**src/rtl/mips_pkg.sv**
```systemverilog
// Shared definitions for the multicycle MIPS core: multiplier state encoding,
// default operand width and the control-FSM state that waits on the multiplier.
package mips_pkg;

  localparam int MULT_WIDTH = 32;

  typedef enum logic [1:0] {
    MULT_IDLE = 2'd0,
    MULT_RUN  = 2'd1,
    MULT_DONE = 2'd2
  } mult_state_e;

  // Control FSM parks here after pulsing MultStart until MultDone is seen
  localparam logic [4:0] CTRL_S_MULT_WAIT = 5'd20;

endpackage

```
**src/rtl/mult_booth_unit_booth_step.sv**
```systemverilog
// One radix-2 Booth step: conditional add/subtract of the multiplicand
// followed by an arithmetic right shift of {acc, q, q_m1}.
module booth_step #(
  parameter int WIDTH = 32
) (
  input  logic [WIDTH:0]   acc,
  input  logic [WIDTH-1:0] q,
  input  logic             q_m1,
  input  logic [WIDTH:0]   mcand,
  output logic [WIDTH:0]   acc_nxt,
  output logic [WIDTH-1:0] q_nxt,
  output logic             q_m1_nxt
);

  logic [WIDTH:0] sum;

  always_comb begin
    case ({q[0], q_m1})
      2'b01:   sum = acc + mcand;
      2'b10:   sum = acc - mcand;
      default: sum = acc;
    endcase
    acc_nxt  = {sum[WIDTH], sum[WIDTH:1]};
    q_nxt    = {sum[0], q[WIDTH-1:1]};
    q_m1_nxt = q[0];
  end

endmodule

```
**src/rtl/mult_booth_unit.sv**
```systemverilog
// Iterative signed multiplier for MULT: one Booth step per cycle, WIDTH steps,
// result published to Hi/Lo together with a one-cycle MultDone pulse.
module mult_booth_unit
  import mips_pkg::*;
#(
  parameter int WIDTH = MULT_WIDTH
) (
  input  logic             Clock,
  input  logic             Reset,
  input  logic             MultStart,
  input  logic [WIDTH-1:0] A,
  input  logic [WIDTH-1:0] B,
  output logic [WIDTH-1:0] Hi,
  output logic [WIDTH-1:0] Lo,
  output logic             MultBusy,
  output logic             MultDone
);

  localparam int CW = $clog2(WIDTH);
  localparam logic [CW-1:0] LAST_STEP = CW'(WIDTH - 1);

  mult_state_e      state_q, state_d;
  logic [WIDTH:0]   acc_q, acc_d;
  logic [WIDTH:0]   mcand_q, mcand_d;
  logic [WIDTH-1:0] q_q, q_d;
  logic             q_m1_q, q_m1_d;
  logic [CW-1:0]    count_q, count_d;
  logic [WIDTH-1:0] hi_q, hi_d;
  logic [WIDTH-1:0] lo_q, lo_d;

  logic [WIDTH:0]   acc_step;
  logic [WIDTH-1:0] q_step;
  logic             q_m1_step;

  booth_step #(.WIDTH(WIDTH)) u_step (
    .acc      (acc_q),
    .q        (q_q),
    .q_m1     (q_m1_q),
    .mcand    (mcand_q),
    .acc_nxt  (acc_step),
    .q_nxt    (q_step),
    .q_m1_nxt (q_m1_step)
  );

  always_comb begin
    state_d = state_q;
    acc_d   = acc_q;
    mcand_d = mcand_q;
    q_d     = q_q;
    q_m1_d  = q_m1_q;
    count_d = count_q;
    hi_d    = hi_q;
    lo_d    = lo_q;
    case (state_q)
      MULT_IDLE: begin
        if (MultStart) begin
          mcand_d = {A[WIDTH-1], A};
          acc_d   = '0;
          q_d     = B;
          q_m1_d  = 1'b0;
          count_d = '0;
          state_d = MULT_RUN;
        end
      end
      MULT_RUN: begin
        acc_d   = acc_step;
        q_d     = q_step;
        q_m1_d  = q_m1_step;
        count_d = count_q + CW'(1);
        // Low WIDTH bits of acc plus q hold the full 2*WIDTH product after the last step
        if (count_q == LAST_STEP) begin
          hi_d    = acc_step[WIDTH-1:0];
          lo_d    = q_step;
          state_d = MULT_DONE;
        end
      end
      MULT_DONE: state_d = MULT_IDLE;
      default:   state_d = MULT_IDLE;
    endcase
  end

  always_ff @(posedge Clock) begin
    if (Reset) begin
      state_q <= MULT_IDLE;
      acc_q   <= '0;
      mcand_q <= '0;
      q_q     <= '0;
      q_m1_q  <= 1'b0;
      count_q <= '0;
      hi_q    <= '0;
      lo_q    <= '0;
    end else begin
      state_q <= state_d;
      acc_q   <= acc_d;
      mcand_q <= mcand_d;
      q_q     <= q_d;
      q_m1_q  <= q_m1_d;
      count_q <= count_d;
      hi_q    <= hi_d;
      lo_q    <= lo_d;
    end
  end

  assign Hi       = hi_q;
  assign Lo       = lo_q;
  assign MultBusy = (state_q != MULT_IDLE);
  assign MultDone = (state_q == MULT_DONE);

endmodule

```
**config.mk**
```make
export PLATFORM = sky130hd
export DESIGN_NAME = mult_booth_unit
export DESIGN_NICKNAME = d
export VERILOG_FILES = /design/src/rtl/mips_pkg.sv /design/src/rtl/mult_booth_unit_booth_step.sv /design/src/rtl/mult_booth_unit.sv
export SDC_FILE = /design/constraint.sdc
export NUM_CORES = 1
export LEC_CHECK = 0
export BUFFER_PORTS_ARGS = -buffer_cell sky130_fd_sc_hd__buf_4
export CORE_ASPECT_RATIO = 1.4
export CORE_MARGIN = 2
export CORE_UTILIZATION = 45
export CTS_CLUSTER_SIZE = 40
export DETAILED_ROUTE_END_ITERATION = 8
export PLACE_DENSITY = 0.65
export SYNTH_ARGS = -nofsm -noshare
export SYNTH_HDL_FRONTEND = slang
export SYNTH_SLANG_ARGS = --single-unit
```
**constraint.sdc**
```tcl
create_clock -name Clock -period 5.7 [get_ports Clock]
set_clock_uncertainty 0.1 [all_clocks]
set_input_delay 1.71 -clock Clock [delete_from_list [all_inputs] [get_ports Clock]]
set_output_delay 1.71 -clock Clock [all_outputs]
set_load 0.005 [all_outputs]
```
* After elaboration in Yosys (flattened, before gate mapping)
Index checks and enable logic that the tools add are counted.
Word-level totals: logic and storage cells 37, bits in latches 0, register bits 169, output and inout port bits 66, memories 0, bits in writable memories 0, input port bits 67, ROM bits 0
Cells by class: shift-type cells 0, bitwise operators 0, multipliers 0, reductions and logical operators 7, divide/modulo/power cells 0, muxes and demuxes 12, equality and inequality tests 7, order comparisons 0, add/subtract/negate cells 3
Operator list (count):
- case mux 33 bit (2 select lines) | 2
- case mux 32 bit (2 select lines) | 1
- adder 33 bit | 1
- 2-to-1 mux 33 bit | 1
- subtractor 33 bit | 1
- 2-to-1 mux 32 bit | 1
- case mux 5 bit (2 select lines) | 1
- AND reduction 2 bit | 4
- adder 5 x 1 -> 5 bit, second input constant | 1
- == test 5 bit, second input constant | 1
- 2-to-1 mux 5 bit | 1
- == test 2 x 1 -> 1 bit, second input constant | 2
- == test 2 bit, second input constant | 2
- 2-to-1 mux 2 bit | 2
- != test 2 bit, second input constant | 2
- case mux 2 bit (2 select lines) | 1
- nonzero test 2 bit | 2
- logical NOT 2 bit | 1
- case mux 1 bit (2 select lines) | 1
- 2-to-1 mux 1 bit | 1

* Longest topological paths before layout
Gate-level depths: netlist of run 1.
word-level depth 3, gate-level depth with buffers 19, depth with buffers taken out 19

* By module
From an unflattened synthesis of run 1, not the netlist that was laid out.
Second synthesis, totals: cell total of the unflattened synthesis 1148, area, all modules 9354.0 um^2
By module, submodules not included:
- mult_booth_unit | area an instance 6030.8 um^2, cells each 648, times used 1, seq. area each 3383.2 um^2
- booth_step | area an instance 3323.2 um^2, cells each 500, times used 1, seq. area each 0.0 um^2

* Least setup slack after synthesis of run 1
OpenSTA, ideal clock, no wires.
path type register to register, start register mcand_q[5], end register hi_q[31], in the netlist Hi[31], buffers on the path 0, slack 629 ps, clock period less this slack 5071 ps, arrival 4885 ps, stages on the path, launching flop included 18, required time 5514 ps, setup time 86 ps, path through dfxtp_1 or4_4 or4_4 nor3b_1 nand2_1 nor2_1 nor3b_1 a21oi_1 xnor2_1 ha_1 a21o_1 a211o_1 or4_1 nor4b_1 a311o_1 a311oi_2 xor2_1 a211oi_1
On the way: word-level cells in the longest chain between the ends 2, elaborated cells on any way between the ends 3, classes of those cells add/sub: 2; mux: 1
Ends and longest elaborated chain:
- start: declaration | RTL line mult_booth_unit.sv:24 | logic [WIDTH:0] mcand_q, mcand_d;
- start signal: assignment | RTL line mult_booth_unit.sv:95 | mcand_q <= mcand_d;
- subtractor 33 bit / adder 33 bit (equally long branches) | RTL line mult_booth_unit_booth_step.sv:20, mult_booth_unit_booth_step.sv:19
- case mux 33 bit (2 select lines) * | RTL line mult_booth_unit_booth_step.sv:18 | case ({q[0], q_m1})
- end signal: assignment | RTL line mult_booth_unit.sv:99 | hi_q <= hi_d;
- end: declaration | RTL line mult_booth_unit.sv:28 | logic [WIDTH-1:0] hi_q, hi_d;
Mark *: on every way between the ends. The rest lies on a longest branch, timed or not. A chain may end at the register's enable or synchronous reset.

* Final worst setup path of run 1
Same ends and word-level chain as after synthesis.

==> flow_metrics.py, run 1 <==
metrics = {
    "outcome": {
        "status": "completed",
    },
    "critical_path": {
        "cp.depth": 17,
        "r2r_cells": 17,
        "max_stage_delay_ns": 0.57,
        "cpMaxStageDelayCell": "or4_4",
        "crit_arrival_ns": 5.46,
        "path_buf_inv": 0,
        "cp-end-kind": "register",
        "path_class": "reg -> reg",
        "worstPathMaxFanout": 6,
        "start_kind": "register",
        "crit_required_ns": 5.94,
        "crit_family": "simple AND/OR/NAND/NOR gates",
        "path_cells": "or4_4 > or4_4 > nor3b_1 > nand2_1 > nor2_1 > nor3b_1 > a21oi_1 > xnor2_1 > ha_1 > a21o_1 > a211o_1 > or4_1 > nor4b_1 > a311o_1 > a311oi_2 > xor2_1 > a211oi_1",
    },
    "sta": {
        "drv_slew": 0,
        "rsz0062_at_grt": "no",
        "fin_hold_ws_ns": 0.354,
        "min_period_ns": 5.21,
        "setup_tns_ns": 0,
        "slew_headroom": 0.412,
        "fin_crit_sh": 0.915,
        "max_slew.worst_pin.slew_ns": 0.879,
        "fmax_mhz": 192,
        "setup_ws_ns": 0.487,
        "hold_viol_final": 0,
        "setup_viol": 0,
    },
    "clock_network": {
        "clkSinkCount": 168,
        "clkTransAtPathRegs_ns": 0.07,
        "cts_resized": 0,
        "htree_levels": 4,
        "cts_buffers": 17,
        "cts_setup_buffers": 0,
        "cts_tree": "built",
        "cts_root_buf": "clkbuf_16",
        "clk_latency_ns": 0.43,
        "clock_path_buffers": 2,
        "hold_buffers": 0,
    },
    "yosys": {
        "yosys.area_share.xor_xnor": 0.0540,
        "yosys_warnings": 0,
        "synth_compound_area_frac": 0.215,
        "synth_top_area_cell": "dfxtp_1",
        "syn_inst": 1202,
        "synth_top_family_by_area": "simple AND/OR/NAND/NOR gates",
        "synth_edf_count": 0,
        "ys_seq_area_frac": 0.377,
        "synth_area_leaders": "dfxtp_1, nand2_1, a21oi_1",
        "syn_area_sq_um": 8930,
        "netlist.area_leader.share": 0.377,
        "syn-num-nets": 1306,
        "synthSimpleGateAreaFrac": 0.250,
        "synth_mux_area_frac": 0.00925,
        "synth_ff_type": "dfxtp_1",
        "synth_cell_types": 57,
        "synth_seq_cells": 168,
        "async_flop_share": 0,
        "synthAdderAreaFrac": 0.0527,
        "syn_area_per_cell_sq_um": 7.43,
    },
    "global_routing": {
        "grt_usage": 0.223,
        "antenna_found_initial": 0,
        "overflow": 0,
        "grt_pass1_vias": 7881,
        "grt_pass1_wl_mm": 38.2,
        "grt_max_degree": 109,
    },
    "floorplanning": {
        "num_rows": 61,
        "ios": 133,
        "fp.dieH_um": 171,
        "dieArea_sq_um": 21000,
        "die-width_um": 123,
        "core_area_sq_um": 19700,
        "initial_core_util": 0.453,
    },
    "cells_and_area": {
        "antenna_cells": 0,
        "area_growth_pct": 18.9,
        "drive_above_1_share": 0.147,
        "fin_nets": 1389,
        "final_core_util": 0.539,
    },
    "placement": {
        "io_buffer_count": 132,
        "globalplace.congestion": 0.971,
        "dp_hpwl_mm": 16.1,
        "place_ws_ns": 0.517,
    },
    "routing": {
        "first_pass_iters": 5,
        "drc": 0,
        "drt-total-wl_mm": 22.9,
        "drt_iter0_markers": 699,
        "ant_nets": 0,
        "via_count": 8393,
        "wl_per_cell_um": 14.8,
        "avgViaCountPerCell": 5.42,
    },
    "worst_hold_path": {
        "worstHoldPathCells": 2,
        "hp-class": "reg -> reg",
    },
    "power_and_ir_drop": {
        "peakVddDrop_mv": 0.221,
        "power.density_nw_per_um2": 288,
        "finalPower_w": 0.00306,
        "p_leak_nw": 4.19,
    },
    "flow_run": {
        "cap_violations": 0,
    },
}
-- state kept, by name (all words and copies together) (netlist names) --
signal   cells
Lo          32
q_q         32
state_q      2
mcand_q     32
acc_q       32
q_m1_q       1
Hi          32
count_q      5
-- cell type report --
class	instances	area, sq um
well taps	252	315
multi-input cells	934	5210
fillers	1978	9070
clock buffers	20	467
flip-flops and latches	168	3360
clock inverters	11	88.8
repair buffers	146	1110
inverters	18	67.6
-- cell usage after synthesis (all sizes together) (4+ instances only) --
cell    count
nand2b     10
buf        15
dfxtp     168
a31oi      14
nor2      147
nand3      31
inv        18
o21bai      6
nor3       31
a21oi     149
o21ai      41
or4         7
xor2       16
a311oi     35
a211oi     24
nand2     261
clkbuf     67
a21o       11
xnor2      39
or3         7
o21a        5
mux2i       6
a211o       4
ha         36
and2        4
nor2b       8
-- metrics by stage --
stage	std cells	instance area (sq um)
after global routing	1549	10600
final	1549	10600
after detailed placement	1518	10100
after global placement	1518	10100
after floorplan	1202	8930
after CTS	1549	10600
-- placed cells by master (no fill, tap or decap), types with 5 or more instances in the layout --
cell and n:
o21a_1 5, nor3_1 31, a311oi_1 34, inv_1 18
a31oi_1 14, mux2i_1 6, nor2_1 147, o21ai_0 41
buf_4 145, a211oi_1 24, a21oi_1 148, nand2_1 259
nor2b_1 7, xor2_1 16, or4_1 5, or3_1 7
clkbuf_16 17, xnor2_1 39, o21bai_1 6, a21o_1 11
ha_1 36, dfxtp_1 168, nand2b_1 9, nand3_1 31
-- final timing paths --
path                                 start  slack, ns  endpoint
worst min register to register      Lo[21]       0.35    Lo[21]
worst max-delay path            mcand_q[5]       0.49    Hi[31]
worst min-delay path                Lo[21]       0.35    Lo[21]
worst max register to register  mcand_q[5]       0.49    Hi[31]
-- per-layer routing --
metal	global-route usage	wire, um	part of all wire	up-vias
met4	0.0618	310	0.014	0
met2	0.369	10800	0.47	215
met1	0.297	10700	0.47	3807
li1	-	-	-	4351
met3	0.0410	1060	0.046	20
met5	0	0	0	-
-- tightest hold or removal path: cells and delay by family, from the launching register on --
kind             cells  cell delay [ns]
flip-flops           1             0.31
AO/OA/AOI/OAI        1             0.05
AND/OR/NAND/NOR      1             0.05
-- where the power goes --
part	leakage [nW]	switching [W]	internal [W]	total, W
clock network	0.272	0.000500	0.000598	0.00110
logic	2.55	0.000418	0.000278	0.000696
registers	1.37	0.0000464	0.00122	0.00127
-- cell families after synthesis --
logic type      Yosys count
simple gates            524
fa+ha+maj                37
mux                       8
compound gates          310
xor+xnor                 55
buf+inv                 100
flops                   168
Note: power is estimated with default switching activity, not from simulation.
==> run 2, diff against run 1 <==
--- a/config.mk
+++ b/config.mk
@@ -14,2 +14,3 @@
 export PLACE_DENSITY = 0.65
+export RECOVER_POWER = 25
 export SYNTH_ARGS = -nofsm -noshare
==> constraint.sdc (replaced) <==
create_clock -name Clock -period 5.7 [get_ports Clock]
set_clock_uncertainty 0.1 [all_clocks]
set_input_delay 0.285 -clock Clock [delete_from_list [all_inputs] [get_ports Clock]]
set_output_delay 0.285 -clock Clock [all_outputs]
set_load 0.005 [all_outputs]
==> flow_metrics.py, run 2 (synthesized netlist as in run 1, its figures left out) <==
metrics = {
    "critical_path": {
        "cp-end-kind": "register",
        "crit_arrival_ns": 5.45,
        "ff2ff_setup_slack_ns": 0.49,
        "cpMaxStageDelayCell": "or4_4",
        "path_cells": "or4_4 > or4_4 > nor3b_1 > nand2_1 > nor2_1 > nor3b_1 > a21oi_1 > xnor2_1 > ha_1 > a21o_1 > a211o_1 > or4_1 > nor4b_1 > a311o_1 > a311oi_2 > xor2_1 > a211oi_1",
        "start_kind": "register",
        "path_class": "reg -> reg",
        "crit_required_ns": 5.94,
        "worstPathMaxFanout": 6,
        "max_stage_delay_ns": 0.57,
    },
    "cells_and_area": {
        "fin_nets": 1408,
        "antenna_cells": 0,
        "final_common_cell": "nand2_1",
        "fin_area_sq_um": 10800,
        "drive_above_1_share": 0.128,
        "area_growth_pct": 20.7,
        "mostFrequentLayoutCells": "nand2_1, dfxtp_1, a21oi_1",
    },
    "power_and_ir_drop": {
        "p_leak_nw": 4.17,
        "finalPower_w": 0.00315,
        "peakVddDrop_mv": 0.245,
        "power.density_nw_per_um2": 293,
    },
    "floorplanning": {
        "core_area_sq_um": 19700,
        "fp.dieH_um": 171,
        "ios": 133,
        "num_rows": 61,
        "initial_core_util": 0.453,
        "dieArea_sq_um": 21000,
        "die-width_um": 123,
    },
    "global_routing": {
        "met3_usage": 0.0367,
        "grt_use_met1": 0.288,
        "grt_max_degree": 109,
        "overflow": 0,
        "grt_util_met2": 0.362,
        "grt_pass1_vias": 7820,
        "grt_pass1_wl_mm": 37.6,
        "antenna_found_initial": 0,
        "grt_usage": 0.218,
        "busiest_layer": "met2",
    },
    "clock_network": {
        "cts_setup_buffers": 0,
        "clock_path_buffers": 2,
        "cts_root_buf": "clkbuf_16",
        "cts_buffers": 17,
        "htree_levels": 4,
        "clkSinkCount": 168,
        "cts_tree": "built",
        "clkTransAtPathRegs_ns": 0.07,
        "clk_latency_ns": 0.43,
        "cts_resized": 0,
    },
    "sta": {
        "fin_crit_sh": 0.914,
        "hold_viol_final": 0,
        "drv_slew": 0,
        "fmax_mhz": 192,
        "setup_tns_ns": 0,
        "max_slew.worst_pin.slew_ns": 1.12,
        "min_period_ns": 5.21,
        "rsz0062_at_grt": "no",
        "setup_viol": 0,
        "slew_headroom": 0.255,
    },
    "routing": {
        "first_pass_iters": 5,
        "ant_nets": 0,
        "drt_iter0_markers": 746,
        "drt-total-wl_mm": 22.9,
        "via_count": 8462,
        "drc": 0,
        "wl_per_cell_um": 14.6,
        "avgViaCountPerCell": 5.40,
    },
    "outcome": {
        "status": "completed",
    },
    "placement": {
        "dp_hpwl_mm": 15.9,
        "io_buffer_count": 132,
        "placed_area_sq_um": 10000,
        "globalplace.congestion": 0.947,
    },
    "flow_run": {
        "cap_violations": 0,
    },
    "worst_hold_path": {
        "hp-class": "in -> reg",
    },
}
==> run 2: changes by cell type in the layout (fill, tap and decap cells not counted), moves of 2 or more <==
cell           delta
buf_4            -59
bufinv_16         +2
clkbuf_1         +20
clkbuf_4         +37
clkbuf_8          -2
clkinv_2          -2
dlygate4sd3_1    +21
==> run 2: metal layers <==
| metal | vias to the layer above | part of all wire |
|---|---|---|
| met5 | - | 0 |
| met1 | 3850 | 0.47 |
| met3 | 26 | 0.044 |
| met2 | 218 | 0.47 |
| met4 | 0 | 0.018 |
| li1 | 4368 | - |
==> run 2: final timing paths <==
path	startpoint	endpoint	depth (start not counted)
setup / recovery	mcand_q[5]	Hi[31]	17
setup reg to reg	mcand_q[5]	Hi[31]	17
hold / removal	A[15]	mcand_q[15]	3
hold reg to reg	Lo[12]	Lo[12]	2
==> run 2: area by class of cell <==
class	count	area [sq um]
fillers	2004	8920
repair buffers	165	1210
clock buffers	18	439
clock inverters	13	164
well taps	252	315
flip-flops and latches	168	3360
multi-input cells	934	5210
inverters	18	67.6
==> run 2: per-stage QoR <==
stage	setup WS [ns]	hold slack (ns)	instances	utilization
after detailed placement	0.491	0.347	1516	0.510
after floorplan	0.629	0.321	1202	-
after CTS	0.470	0.0000934	1568	0.551
final	0.488	0.00806	1568	0.547
after global placement	0.545	0.343	1516	0.510
after global routing	0.172	0.00364	1568	0.547
==> run 2: repair_timing <==
item,4_1_cts,5_1_grt
hold buffers,21,0
hold endpoints to repair,21,0
endpoints found under the setup margin,0,0
==> run 2: report_power, final <==
| part | total (W) | leakage [nW] | internal (W) | switching (W) |
|---|---|---|---|---|
| Combinational | 0.000706 | 2.51 | 0.000287 | 0.000419 |
| Sequential | 0.00127 | 1.37 | 0.00122 | 0.0000468 |
| Clock | 0.00118 | 0.289 | 0.000669 | 0.000510 |
==> run 2: worst max-delay path, delay by kind of cell, from the launching register on <==
family	cells	cell delay [ns]
XOR/XNOR	2	0.25
AND/OR/NAND/NOR	8	2.53
adder cells (fa/ha/maj)	1	0.36
AO/OA/AOI/OAI	6	1.52
flip-flops	1	0.36
